<file path="src/rtl/pmd901_spi_ctrl.sv">
// pmd901_spi_ctrl: SPI mode-0 speed-command master plus park/bend pin control for the PMD901.
// Optional build macro PMD901_SPI_CTRL_DEDUP_EN skips frames that repeat the last transmitted word.
module pmd901_spi_ctrl #(
    parameter int CLK_DIV = 4,
    parameter int DATA_W  = 16
) (
    input  logic              clk,
    input  logic              rst,
    input  logic              cmd_valid,
    output logic              cmd_ready,
    input  logic [DATA_W-1:0] cmd_speed,
    input  logic              park_req,
    input  logic              bend_req,
    output logic              park,
    output logic              bend,
    output logic              spi_csn,
    output logic              spi_sclk,
    output logic              spi_mosi,
    input  logic              fault,
    input  logic              fan,
    input  logic              ready,
    output logic              spi_violated,
    output logic              close2overheat,
    output logic              overheat,
    output logic              busy,
    output logic              done
);

    localparam int CNT_W = $clog2(CLK_DIV + 1);
    localparam int BIT_W = $clog2(DATA_W + 1);
    localparam logic [CNT_W-1:0] CNT_RELOAD = CNT_W'(CLK_DIV - 1);
    localparam logic [BIT_W-1:0] BIT_LAST   = BIT_W'(DATA_W - 1);

    typedef enum logic [2:0] {
        ST_IDLE  = 3'd0,
        ST_SETUP = 3'd1,
        ST_SHIFT = 3'd2,
        ST_HOLD  = 3'd3,
        ST_GAP   = 3'd4
    } state_t;

    state_t             state_q, state_d;
    logic [CNT_W-1:0]   cnt_q, cnt_d;
    logic [BIT_W-1:0]   bit_q, bit_d;
    logic [DATA_W-1:0]  shreg_q, shreg_d;
    logic               csn_q, csn_d;
    logic               sclk_q, sclk_d;
    logic               mosi_q, mosi_d;
    logic               done_q, done_d;
    logic               park_q, park_d;
    logic               bend_q, bend_d;
    logic [2:0]         stat_meta_q, stat_meta_d;
    logic [2:0]         stat_sync_q, stat_sync_d;
    logic               accept_s, dup_hit_s, start_s, cnt_zero_s;
    logic [DATA_W-1:0]  shreg_nxt_s;

`ifdef PMD901_SPI_CTRL_DEDUP_EN
    logic [DATA_W-1:0]  last_q, last_d;
    logic               last_vld_q, last_vld_d;

    // A repeat of the last transmitted word is acknowledged without a frame.
    always_comb begin
        dup_hit_s = 1'b0;
        if (last_vld_q && (cmd_speed == last_q)) begin
            dup_hit_s = 1'b1;
        end else begin
            dup_hit_s = 1'b0;
        end
    end

    // Remember the last word sent; forget it when the device powers down.
    always_comb begin
        last_d     = last_q;
        last_vld_d = last_vld_q;
        if (park_q && !park_d) begin
            last_vld_d = 1'b0;
        end else if (start_s) begin
            last_d     = cmd_speed;
            last_vld_d = 1'b1;
        end else begin
            last_vld_d = last_vld_q;
        end
    end

    // Stored-word registers.
    always_ff @(posedge clk) begin
        if (rst) begin
            last_q     <= {DATA_W{1'b0}};
            last_vld_q <= 1'b0;
        end else begin
            last_q     <= last_d;
            last_vld_q <= last_vld_d;
        end
    end
`else
    assign dup_hit_s = 1'b0;
`endif

    assign cmd_ready      = (state_q == ST_IDLE) && park_q;
    assign busy           = (state_q != ST_IDLE);
    assign accept_s       = cmd_valid && cmd_ready;
    assign start_s        = accept_s && !dup_hit_s;
    assign cnt_zero_s     = (cnt_q == {CNT_W{1'b0}});
    assign shreg_nxt_s    = shreg_q << 1;
    assign spi_csn        = csn_q;
    assign spi_sclk       = sclk_q;
    assign spi_mosi       = mosi_q;
    assign done           = done_q;
    assign park           = park_q;
    assign bend           = bend_q;
    assign spi_violated   = stat_sync_q[2];
    assign close2overheat = stat_sync_q[1];
    assign overheat       = stat_sync_q[0];

    // Frame sequencer: every state lasts a multiple of CLK_DIV cycles timed by cnt_q.
    always_comb begin
        state_d = state_q;
        cnt_d   = cnt_q;
        bit_d   = bit_q;
        shreg_d = shreg_q;
        csn_d   = csn_q;
        sclk_d  = sclk_q;
        mosi_d  = mosi_q;
        done_d  = 1'b0;
        case (state_q)
            ST_IDLE: begin
                if (start_s) begin
                    state_d = ST_SETUP;
                    cnt_d   = CNT_RELOAD;
                    shreg_d = cmd_speed;
                    csn_d   = 1'b0;
                    mosi_d  = cmd_speed[DATA_W-1];
                end else if (dup_hit_s && accept_s) begin
                    done_d = 1'b1;
                end else begin
                    csn_d  = 1'b1;
                    mosi_d = 1'b0;
                end
            end
            ST_SETUP: begin
                if (cnt_zero_s) begin
                    state_d = ST_SHIFT;
                    cnt_d   = CNT_RELOAD;
                    bit_d   = {BIT_W{1'b0}};
                    sclk_d  = 1'b1;
                end else begin
                    cnt_d = cnt_q - CNT_W'(1);
                end
            end
            ST_SHIFT: begin
                if (cnt_zero_s) begin
                    cnt_d  = CNT_RELOAD;
                    sclk_d = !sclk_q;
                    // Data advances only on the falling edge; the last bit is held through HOLD.
                    if (sclk_q && (bit_q == BIT_LAST)) begin
                        state_d = ST_HOLD;
                    end else if (sclk_q) begin
                        bit_d   = bit_q + BIT_W'(1);
                        shreg_d = shreg_nxt_s;
                        mosi_d  = shreg_nxt_s[DATA_W-1];
                    end else begin
                        bit_d = bit_q;
                    end
                end else begin
                    cnt_d = cnt_q - CNT_W'(1);
                end
            end
            ST_HOLD: begin
                if (cnt_zero_s) begin
                    state_d = ST_GAP;
                    cnt_d   = CNT_RELOAD;
                    csn_d   = 1'b1;
                    mosi_d  = 1'b0;
                    done_d  = 1'b1;
                end else begin
                    cnt_d = cnt_q - CNT_W'(1);
                end
            end
            ST_GAP: begin
                if (cnt_zero_s) begin
                    state_d = ST_IDLE;
                end else begin
                    cnt_d = cnt_q - CNT_W'(1);
                end
            end
            default: begin
                state_d = ST_IDLE;
                csn_d   = 1'b1;
                sclk_d  = 1'b0;
                mosi_d  = 1'b0;
            end
        endcase
    end

    // Pin control: park only moves outside a frame, bend only while chip select is high.
    always_comb begin
        park_d      = park_q;
        bend_d      = bend_q;
        stat_meta_d = {fault, fan, ready};
        stat_sync_d = stat_meta_q;
        if (((state_q == ST_IDLE) && !accept_s) || (state_q == ST_GAP)) begin
            park_d = park_req;
        end else begin
            park_d = park_q;
        end
        if (csn_q) begin
            bend_d = bend_req;
        end else begin
            bend_d = bend_q;
        end
    end

    // State and output registers.
    always_ff @(posedge clk) begin
        if (rst) begin
            state_q     <= ST_IDLE;
            cnt_q       <= {CNT_W{1'b0}};
            bit_q       <= {BIT_W{1'b0}};
            shreg_q     <= {DATA_W{1'b0}};
            csn_q       <= 1'b1;
            sclk_q      <= 1'b0;
            mosi_q      <= 1'b0;
            done_q      <= 1'b0;
            park_q      <= 1'b0;
            bend_q      <= 1'b0;
            stat_meta_q <= 3'b000;
            stat_sync_q <= 3'b000;
        end else begin
            state_q     <= state_d;
            cnt_q       <= cnt_d;
            bit_q       <= bit_d;
            shreg_q     <= shreg_d;
            csn_q       <= csn_d;
            sclk_q      <= sclk_d;
            mosi_q      <= mosi_d;
            done_q      <= done_d;
            park_q      <= park_d;
            bend_q      <= bend_d;
            stat_meta_q <= stat_meta_d;
            stat_sync_q <= stat_sync_d;
        end
    end

endmodule

</file>
<file path="config.mk">
export PLATFORM = sky130hd
export DESIGN_NAME = pmd901_spi_ctrl
export DESIGN_NICKNAME = d
export VERILOG_FILES = /design/src/rtl/pmd901_spi_ctrl.sv
export SDC_FILE = /design/constraint.sdc
export NUM_CORES = 1
export LEC_CHECK = 0
export CAP_MARGIN = 5
export CORE_MARGIN = 5
export CORE_UTILIZATION = 47
export DETAILED_ROUTE_END_ITERATION = 8
export PLACE_DENSITY = 0.75
export SYNTH_ARGS = -nofsm -noshare
export SYNTH_HDL_FRONTEND = slang
export SYNTH_SLANG_ARGS = --single-unit
export TNS_END_PERCENT = 10
</file>
<file path="constraint.sdc">
create_clock -name clk -period 2.07 [get_ports clk]
set_input_delay 0.5175 -clock clk [delete_from_list [all_inputs] [get_ports clk]]
set_output_delay 0.5175 -clock clk [all_outputs]
set_load 0.01 [all_outputs]
</file>
After elaboration in Yosys (flattened, before gate mapping)
Index checks and enable logic that the tools add are counted.
{ "op_classes": {"addsub": 2, "eq_ne": 14, "muxes": 33, "bitwise_logic": 4, "reduce_logical": 25} }
{ "ops": {"columns": ["operator", "count"], "rows": [
  ["15-bit 2-to-1 mux", 4],
  ["15-bit case mux with 2 select lines", 1],
  ["3-bit 2-to-1 mux", 9],
  ["5-bit 2-to-1 mux", 4],
  ["2-bit != test (second input constant)", 9],
  ["3-bit case mux with 5 select lines", 1],
  ["5-bit AND reduction", 3],
  ["5-bit case mux with 2 select lines", 1],
  ["1-bit 2-to-1 mux", 9],
  ["3-bit case mux with 3 select lines", 1],
  ["3-bit OR reduction", 3],
  ["3-bit by 2-bit == test with 1-bit output (second input constant)", 2],
  ["3-bit logical NOT", 2],
  ["1-bit case mux with 3 select lines", 2],
  ["3-bit AND reduction", 2],
  ["6-bit AND reduction", 1],
  ["3-bit nonzero test", 2],
  ["5-bit by 1-bit adder with 5-bit output (second input constant)", 1],
  ["5-bit by 4-bit == test with 1-bit output (second input constant)", 1],
  ["1-bit logical AND", 4],
  ["1-bit NOT", 4],
  ["1-bit case mux with 4 select lines", 1],
  ["2-bit nonzero test", 2],
  ["2-bit OR reduction", 2],
  ["other kinds (6)", 7]
]} }
{ "totals": {"word_cells": 90, "reg_bits": 38, "output_inout_bits": 11, "in_bits": 24} }

Logic depth before layout (Yosys ltp)
{ "depth": {"depth_word": 6, "ltp_mapped": 9, "ltp_nobuf": 7} }

Worst setup path before layout
OpenSTA, ideal clock, no wires.
{ "synth_timing": {"kind": "reg-to-reg", "startpoint": "register bit_q[0]", "endpoint": "register shreg_q[10]", "n_path_buf": 2, "setup_time_ps": 143, "path_stages_with_launch": 10, "path_slack_ps": 77, "required_time_ps": 1927, "synth_period_minus_slack_ps": 1993, "arrival_time_ps": 1850, "cell_sequence": "dfxtp_1 -> ha_1 -> and3_1 -> ha_1 -> and4bb_4 -> a21o_1 -> and2_4 -> buf_6 -> buf_6 -> a211oi_2"} }
{ "synth_between": {"elab_chain_cells": 4} }
{ "synth_rtl": {"columns": ["element", "line_no", "rtl"], "rows": [
  ["from (decl)", "44", "logic [BIT_W-1:0] bit_q, bit_d;"],
  ["from (signal assigned)", "218", "bit_q <= {BIT_W{1'b0}};"],
  ["from (signal assigned)", "231", "bit_q <= bit_d;"],
  ["5-bit by 4-bit == test with 1-bit output", "155", "if (sclk_q && (bit_q == BIT_LAST)) begin"],
  ["1-bit logical AND", "155", null],
  ["2-bit != test (no line)", null, null],
  ["5-bit AND reduction (no line)", null, null],
  ["to (signal assigned)", "219", "shreg_q <= {DATA_W{1'b0}};"],
  ["to (signal assigned)", "232", "shreg_q <= shreg_d;"],
  ["to (decl)", "45", "logic [DATA_W-1:0] shreg_q, shreg_d;"]
]} }
Every way passes these cells.
A chain may end at the register's enable or synchronous reset.

Worst setup path in the final report
{ "layout_timing": {"startpoint": "register bit_q[0]", "endpoint": "register shreg_q[4]"} }
Same word-level chain as after synthesis.

==> impl_metrics.yaml <==
sta:
  fmax_mhz: 502
  hold-worst-slack_ns: 0.437
  finalCriticalPeriod_ns: 1.99
  finalCritPeriodShare_pct: 96.2
  skew_ns: 0.00375
  setup_tns_ns: 0
  tightest_slew_ns: 0.446
  finalSetupViolCount: 0
  finalHoldViolCount: 0
  slew_headroom_pct: 70.0
  drv_slew: 0
synth:
  synth_top_area_share_pct: 39.9
  ys_warn_count: 0
  synth_cell_type_count: 48
  syn_area_per_cell_um2: 9.58
  synth_area_leader_cell: "dfxtp_1"
  yosysSeqAreaShare_pct: 39.9
  synthFlopType: "dfxtp_1"
  synth_edf_count: 0
  synthArstFlopShare_pct: 0
  synthCells: 199
  syn_area_um2: 1910
  yosys_register_bits: 38
  ys_top_cells_by_area: "dfxtp_1 (40%), mux2i_1 (8.4%), a211oi_2 (6.6%), a21oi_1 (3.9%), nor2_1 (3.1%)"
  synth_nets: 227
critical_path:
  cp-end-kind: "flop"
  crit_family: "simple AND/OR/NAND/NOR gates"
  reg2reg_slack_ns: 0.08
  critPathRequiredTime_ns: 2.25
  crit_start: "bit_q[0]"
  cp.depth: 8
  max_stage_delay_ns: 0.36
  path_cells: "ha_1 > and3_1 > ha_1 > and4bb_4 > a21o_1 > and2_4 > buf_12 > a211oi_1"
  r2r_start: "bit_q[0]"
  critPathLaunchType: "flop"
  path_max_fanout: 10
  path_common_cell: "ha_1"
  crit_type: "reg2reg"
  crit_path_top_delay_cell: "and4bb_4"
  rr_worst_depth: 8
  crit_buf_inv: 1
  r2r_end: "shreg_q[4]"
  arrival_ns: 2.17
place:
  place_hpwl_mm: 2.74
  gp_congestion: 0.790
  port-buffer-count: 34
  dp.cells: 277
  placed_area_um2: 2300
drt:
  vias: 1564
  ant_nets: 0
  route.detailed.drc: 0
  avgViaCountPerCell: 5.43
  drtIter0Drc: 105
  first_pass_iters: 4
  wl_per_cell_um: 13.7
  drt-total-wl_mm: 3.94
power:
  pwr-share-seq_pct: 45.0
  switchingPower_mw: 0.549
  irDropWorstVdd_uv: 504
  switching_share_pct: 29.7
  finalPower_mw: 1.85
  power_frac_clock_pct: 29.2
  p_leak_nw: 0.920
  p_int_mw: 1.30
  p_per_area_nw_per_um2: 761
  combPwrFrac_pct: 25.9
clock_tree:
  cts_tree: "yes"
  cts_sinks: 38
  cts_buffers: 5
  h-tree-depth: 2
  worstSkewPairLatency_ns: 0.29
  root_buffer: "clkbuf_8"
  clk_pin_slew_ns: 0.07
  cts_hold_buf: 0
  clockBufferDepth: 2
die:
  io-pin-count: 35
  initial_core_util_pct: 48.0
  die_w_um: 73.7
  die_area_um2: 5430
  die_y_um: 73.7
  row_count: 23
  coreArea_um2: 3970
min_path:
  min_from: "stat_meta_q[0]"
  hp-class: "reg2reg"
  hold_depth: 1
  holdPathEnd: "stat_sync_q[0]"
global_route:
  antenna_found_initial: 0
  first_global_vias: 1446
  grt.total_usage_pct: 15.6
  grt_start_max_net_pins: 21
  grt.overflow.total: 0
  grt_pass1_wl_mm: 6.56
cells_and_area:
  nets: 265
  fillers: 342
  multiInputGateArea_um2: 1030
  drive_gt1_share_pct: 16.0
  ff_latch_area_um2: 761
  layout_common_cells: "dfxtp_1 (38), clkdlybuf4s50_1 (32), nor2_1 (16), mux2i_1 (16), a21oi_1 (15)"
  fin_area_um2: 2430
  final_common_cell: "dfxtp_1"
  diodes: 0
  area_delta_synth_final_pct: 27.6
  post_layout_nonfiller_instances: 288
outcome:
  outcome: "complete, no violations"
run:
  drv_cap: 0
timing repair:
item                       in CTS  in global routing
buffers inserted                0                  3
pin swaps                       0                  0
gates resized for setup         1                  2
setup endpoints to repair       1                  4
metrics by stage:
stage | util (%) | setup WS (ns)
global placement | 57.8 | 0.0902
detailed placement | 57.8 | 0.0713
finish | 61.2 | 0.0789
floorplan | - | 0.0771
global route | 61.2 | -0.0125
CTS | 60.2 | 0.00748
kinds of logic after synthesis:
kind of cell               count (synthesis)  synth area share [%]
xor gates and xnor gates                   6                  2.76
DFF                                       38                  39.9
muxes                                     18                  9.58
adders and majority gates                  4                  2.62
and+or+nand+nor                           57                  17.3
AOI/OAI and AO/OA                         53                  21.6
buffers and inverters                     23                  6.23
sequential cells by signal, indices dropped and copies added, names as in the netlist:
register	cells
spi_csn	1
stat_meta_q	3
stat_sync_q	3
spi_mosi	1
done	1
shreg_q	15
cnt_q	3
state_q	3
bit_q	5
park	1
bend	1
spi_sclk	1
worst max path at each step:
| stage | to | slack (ns) |
|---|---|---|
| floorplan | shreg_q[10] | 0.08 |
| global placement | shreg_q[0] | 0.09 |
| detailed placement | shreg_q[0] | 0.07 |
| CTS | busy | 0.007 |
| global route | shreg_q[12] | -0.01 |
| finish | shreg_q[4] | 0.08 |
Yosys cell counts (2+ instances only):
library cell	n
dfxtp_1	38
mux2i_1	16
nor2_1	16
a21oi_1	15
a211oi_2	10
nor2b_1	8
inv_1	7
nand2_1	7
o21ai_0	6
a211oi_1	5
buf_2	5
clkbuf_1	5
and3_1	4
ha_1	4
nor3_1	4
xor2_1	4
buf_4	3
nand3b_1	3
a2111oi_0	2
a2bb2oi_1	2
buf_6	2
mux2_2	2
nand2b_1	2
nand4b_1	2
nor3b_1	2
o211ai_1	2
xnor2_1	2
power by group through the flow:
stage	sequential (mW)	combinational [mW]	clock, mW
global placement	0.846	0.462	0
finish	0.833	0.479	0.540
CTS	0.831	0.467	0.559
detailed placement	0.848	0.468	0
floorplan	0.844	0.326	0
global route	0.841	0.532	0.597
layer usage:
metal  vias up  track usage [%]  wire length, um
li1        791                -                -
met1       728             19.7             1850
met2        36             24.4             1810
met3         9             5.20              198
met4         0             6.24               75
met5         -                0                0
worst register-to-register path: stages, from the launching register on:
cell,delay (ns)
dfxtp_1,0.33
ha_1,0.21
and3_1,0.19
ha_1,0.20
and4bb_4,0.36
a21o_1,0.17
and2_4,0.21
buf_12,0.14
a211oi_1,0.07
layout make-up:
class	count	area share (%)
well taps	50	2.57
flip-flops and latches	38	31.3
inverters	7	1.08
multi-input cells	138	42.4
repair buffers	47	18.7
clock inverters	2	0.514
clock buffers	6	3.40
(Power assumes the default switching activity.)
==> edit 1: new RTL, config.mk and constraints unchanged <==
The 5 states of `state_t` get a one-hot encoding in 5 bits.
--- a/src/rtl/pmd901_spi_ctrl.sv
+++ b/src/rtl/pmd901_spi_ctrl.sv
@@ -31,12 +31,12 @@
     localparam logic [CNT_W-1:0] CNT_RELOAD = CNT_W'(CLK_DIV - 1);
     localparam logic [BIT_W-1:0] BIT_LAST   = BIT_W'(DATA_W - 1);
 
-    typedef enum logic [2:0] {
-        ST_IDLE  = 3'd0,
-        ST_SETUP = 3'd1,
-        ST_SHIFT = 3'd2,
-        ST_HOLD  = 3'd3,
-        ST_GAP   = 3'd4
+    typedef enum logic [4:0] {
+        ST_IDLE  = 5'b00001,
+        ST_SETUP = 5'b00010,
+        ST_SHIFT = 5'b00100,
+        ST_HOLD  = 5'b01000,
+        ST_GAP   = 5'b10000
     } state_t;
 
     state_t             state_q, state_d;
Formal check against the unedited RTL: no difference found for any inputs over 10 cycles, from zero or initial values and one cycle with rst high; not proved beyond that.
==> edit 1 against the original RTL <==
- setup slack gained 30 ps
- cell area increased by 7.6%
- largest cell class unchanged
- wire length increased by 17%
- count of clock-buffer cells in the layout down 1
- cell count increased by 18%
- critical path type unchanged
- combinational power is 7.9% lower
- power increased by 5.8%
- via count up 17%
- sequential cell count grew 2
- area after synthesis up 2.8%
==> edit 1: results (changes against the original RTL) <==
| Metric | Value |
|---|---|
| Outcome | completed |
| Final nets | 317 (+20%) |
| Setup Skew | 8.990 ps (+5.239 ps) |
| Layout cells sized above 1 | 0.1765 (+0.01681) |
| Met2 routed WL | 2104 um (+16%) |
| Multiplexer share of the synthesized area | 0.02042 (-0.07538) |
| F_max | 509.8 MHz (+1.5%) |
| Via/cell ratio | 5.378 (-0.98%) |
| Post-Place Cells | 328 (+18%) |
| Cell internal pwr | 1.429 mW (+9.7%) |
| Max VDD drop | 594.5 uV (+18%) |
| Lkg Pwr | 1.023 nW (+11%) |
| DP Worst Slack | 19.65 ps (-51.66 ps) |
| Sequential share of the synthesized area | 0.4084 (+0.009474) |
| Met1 usage | 0.2186 (+0.02198) |
| First-pass GRT wire length | 7314 um (+11%) |
| Hold Path Sink | stat_sync_q[1]$_SDFF_PP0_ |
| Post-synth top cells | nand2_1 (43), dfxtp_1 (40), nor2_1 (37) |
| Seq power | 0.877 mW (+5.3%) |
| GR Layer Usage met2 | 0.2722 (+0.02810) |
| Hpwl dp | 3239 um (+18%) |
| DR WL/cell | 13.61 um (-0.46%) |
| RR Endpoint | shreg_q[6]$_SDFFE_PP0P_ |
| FF-to-FF setup slack | 110 ps (+30 ps) |
| DP Area | 0.002420 sq mm (+5.3%) |
| Total track usage | 0.1724 (+0.01629) |
| Worst flop-to-flop path startpoint | state_q[4]$_SDFFE_PP0P_ |
| XOR/XNOR share of the synthesized area | 0.008934 (-0.01862) |
edit 1: cell types whose count changed after synthesis, moves of 4 or more:
cell and delta:
a211oi_2 -10, a311oi_1 +13, nand3_1 +5, clkbuf_1 +4, mux2i_1 -12, nand2b_1 +4, a21oi_1 -5, nor2_1 +21
nand2_1 +36
edit 1: final cells by class:
class / instances / area (sq um)
inverter: 6 / 22.52
fill: 350 / 1411
clock inverter: 3 / 42.54
clock buffer: 5 / 68.82
multi-input combinational: 179 / 1090
sequential: 40 / 802.0
tap: 50 / 62.56
timing repair buffer: 56 / 529.3
edit 1: timing repair:
| action | in CTS | in global routing |
|---|---|---|
| gates cloned | 0 | 1 |
| pin swaps | 0 | 6 |
| resized for setup | 4 | 13 |
| setup endpoints to repair | 2 | 27 |
| setup buffers | 0 | 2 |
edit 1: critical path: stages (launching register included):
cell      delay, ps
dfxtp_1         320
buf_4           160
nand2b_4        160
or4_4           480
nand2_1         100
and3_4          220
buf_12          140
nor2_1           40
a311oi_1        230
==> edit 2: new RTL, config.mk and constraints unchanged <==
Made on the original files. `DATA_W`: 16 -> 32.
--- a/src/rtl/pmd901_spi_ctrl.sv
+++ b/src/rtl/pmd901_spi_ctrl.sv
@@ -2,7 +2,7 @@
 // Optional build macro PMD901_SPI_CTRL_DEDUP_EN skips frames that repeat the last transmitted word.
 module pmd901_spi_ctrl #(
     parameter int CLK_DIV = 4,
-    parameter int DATA_W  = 16
+    parameter int DATA_W  = 32
 ) (
     input  logic              clk,
     input  logic              rst,
Interface: changed (resized cmd_speed); port bits go from 35 to 51. The function was not compared with the original's and may differ.
==> edit 2 against the original RTL <==
- area after synthesis grew 45%
- setup slack gained 61 ps
- clock skew grew 6.6 ps
- wire length grew 57%
- count of clock-buffer cells in the layout is the same
- power grew 92%
- cell area grew 42%
- sequential cell count grew 17
- sequential power grew 67%
- utilization shrank 1.8 points
- critical path type unchanged
==> edit 2: results (changes against the original RTL) <==
| Metric | Value |
|---|---|
| Worst-path maximum fanout | 16 (+6) |
| Layout cells sized above 1 | 0.1818 (+0.02215) |
| Post-synth cell types | 46 (-4.2%) |
| Sequential share of the synthesized area | 0.3973 (-0.001659) |
| Cells on worst reg2reg path | 6 (-2) |
| RD Place Congestion | 0.8083 (+2.3%) |
| Net Sw Frac | 0.3717 (+0.07520) |
| Final nets | 372 (+40%) |
| Worst Tran Pin Value | 689.3 ps (+243.4 ps) |
| Antenna violations before repair | 0 (unchanged) |
| DR WL/cell | 15.25 um (+12%) |
| Largest net degree at the start of global routing | 50 (+140%) |
| Lkg Pwr | 1.195 nW (+30%) |
| Worst setup path end | bit_q[5]$_SDFFE_PP0P_ |
| Cell family with most CP delay | compound AO/OA/AOI/OAI gates |
| DRT iter0 DRCs | 91 (-13%) |
| Post-Syn Nets | 325 (+43%) |
| FF-to-FF setup slack | 140 ps (+60 ps) |
| Synth Flop Type | dfxtp_1 |
| Hpwl dp | 4283 um (+56%) |
| Slowest CP cell | a2111oi_4 |
| Total track usage | 0.1684 (+0.01227) |
| Port bufs | 50 (+47%) |
| Clock Latency Late Sink | 310 ps (+20 ps) |
| Max VDD drop | 620.2 uV (+23%) |
| Clock-pin slew on the worst setup and hold paths | 100 ps (+30 ps) |
| First-pass GRT wire length | 10270 um (+57%) |
| Outcome | completed |
| Via/cell ratio | 5.625 (+3.6%) |
| Top cells by area, synth | dfxtp_1 (40%), a211oi_2 (14%), mux2i_1 (12%) |
| Vias in the first global route | 2212 (+53%) |
| Post-synth top cells | dfxtp_1 (55), mux2i_1 (33), a211oi_2 (31), nor3_1 (31) |
| Max incr delay on CP | 420 ps (+60 ps) |
| CP arrival | 2120 ps (-50 ps) |
| Setup Skew | 10.38 ps (+6.628 ps) |
## edit 2: cell count changes after synthesis, moves of 6 or more
cell / unedited run / this run
dfxtp_1: 38 / 55
buf_2: 5 / 11
nor3_1: 4 / 31
a211oi_2: 10 / 31
mux2i_1: 16 / 33
## edit 2: logic make-up (layout without fill, tap and decap cells)
group,Yosys count,in the layout,synth area share
fa+ha+maj,3,3,0.01355
xor+xnor,1,1,0.003161
buf+inv,36,84,0.06230
simple gates,84,84,0.1621
flops,55,55,0.3973
compound gates,70,70,0.2424
mux,33,33,0.1192
## edit 2: power by group through the flow
stage                     sequential [mW]  combinational [mW]  clock, mW
after detailed placement             1.40                1.59          0
after floorplan                      1.39                1.16          0
final                                1.39                1.59      0.583
after global routing                 1.41                1.76      0.639
after CTS                            1.38                1.59      0.597
after global placement               1.39                1.56          0
## edit 2: worst register-to-register path, cell delays in order (launching register included)
cell       delay (ps)
dfxtp_1           340
ha_1              230
and3_1            230
a2111oi_4         420
buf_6             230
a211o_1           220
o221ai_1          150
## edit 2: worst min-delay path by stage
stage	from	endpoint	slack (ps)	cells past startpoint
floorplan	stat_meta_q[0]$_SDFF_PP0_	stat_sync_q[0]$_SDFF_PP0_	410	1
global placement	stat_meta_q[0]$_SDFF_PP0_	stat_sync_q[0]$_SDFF_PP0_	420	1
detailed placement	stat_meta_q[1]$_SDFF_PP0_	stat_sync_q[1]$_SDFF_PP0_	430	1
CTS	stat_meta_q[1]$_SDFF_PP0_	stat_sync_q[1]$_SDFF_PP0_	460	1
global route	stat_meta_q[0]$_SDFF_PP0_	stat_sync_q[0]$_SDFF_PP0_	470	1
finish	stat_meta_q[2]$_SDFF_PP0_	stat_sync_q[2]$_SDFF_PP0_	450	1
## edit 2: metrics by stage
stage / instance area [sq um] / worst slack (ps) / std cells / utilization / total power [mW]
2_1_floorplan: 2771 / 199.8 / 282 / - / 2.544
3_3_place_gp: 3359 / 136.3 / 397 / 0.5777 / 2.953
3_5_place_dp: 3359 / 111.7 / 397 / 0.5777 / 2.995
4_1_cts: 3448 / 110.6 / 405 / 0.5929 / 3.575
5_1_grt: 3457 / 3.562 / 405 / 0.5944 / 3.818
6_report: 3457 / 139.9 / 405 / 0.5944 / 3.558
## edit 2: area by class of cell
cell class	count	area [sq um]
fill	540	2359
multi-input combinational	191	1505
sequential	55	1102
timing repair buffer	66	633.1
tap	75	93.84
clock buffer	6	72.57
inverter	10	37.54
clock inverter	2	12.51
## edit 2: routing by layer
metal,track usage,part of all wire
met1,0.2119,0.44
met2,0.2823,0.49
met3,0.04753,0.054
met4,0.04391,0.0096
met5,0,0
## edit 2: what timing repair did
action                     in CTS  in global routing
hold buffers                    0                  0
setup endpoints to repair       2                  3
pin swaps                       1                  0
resized for setup               3                  3
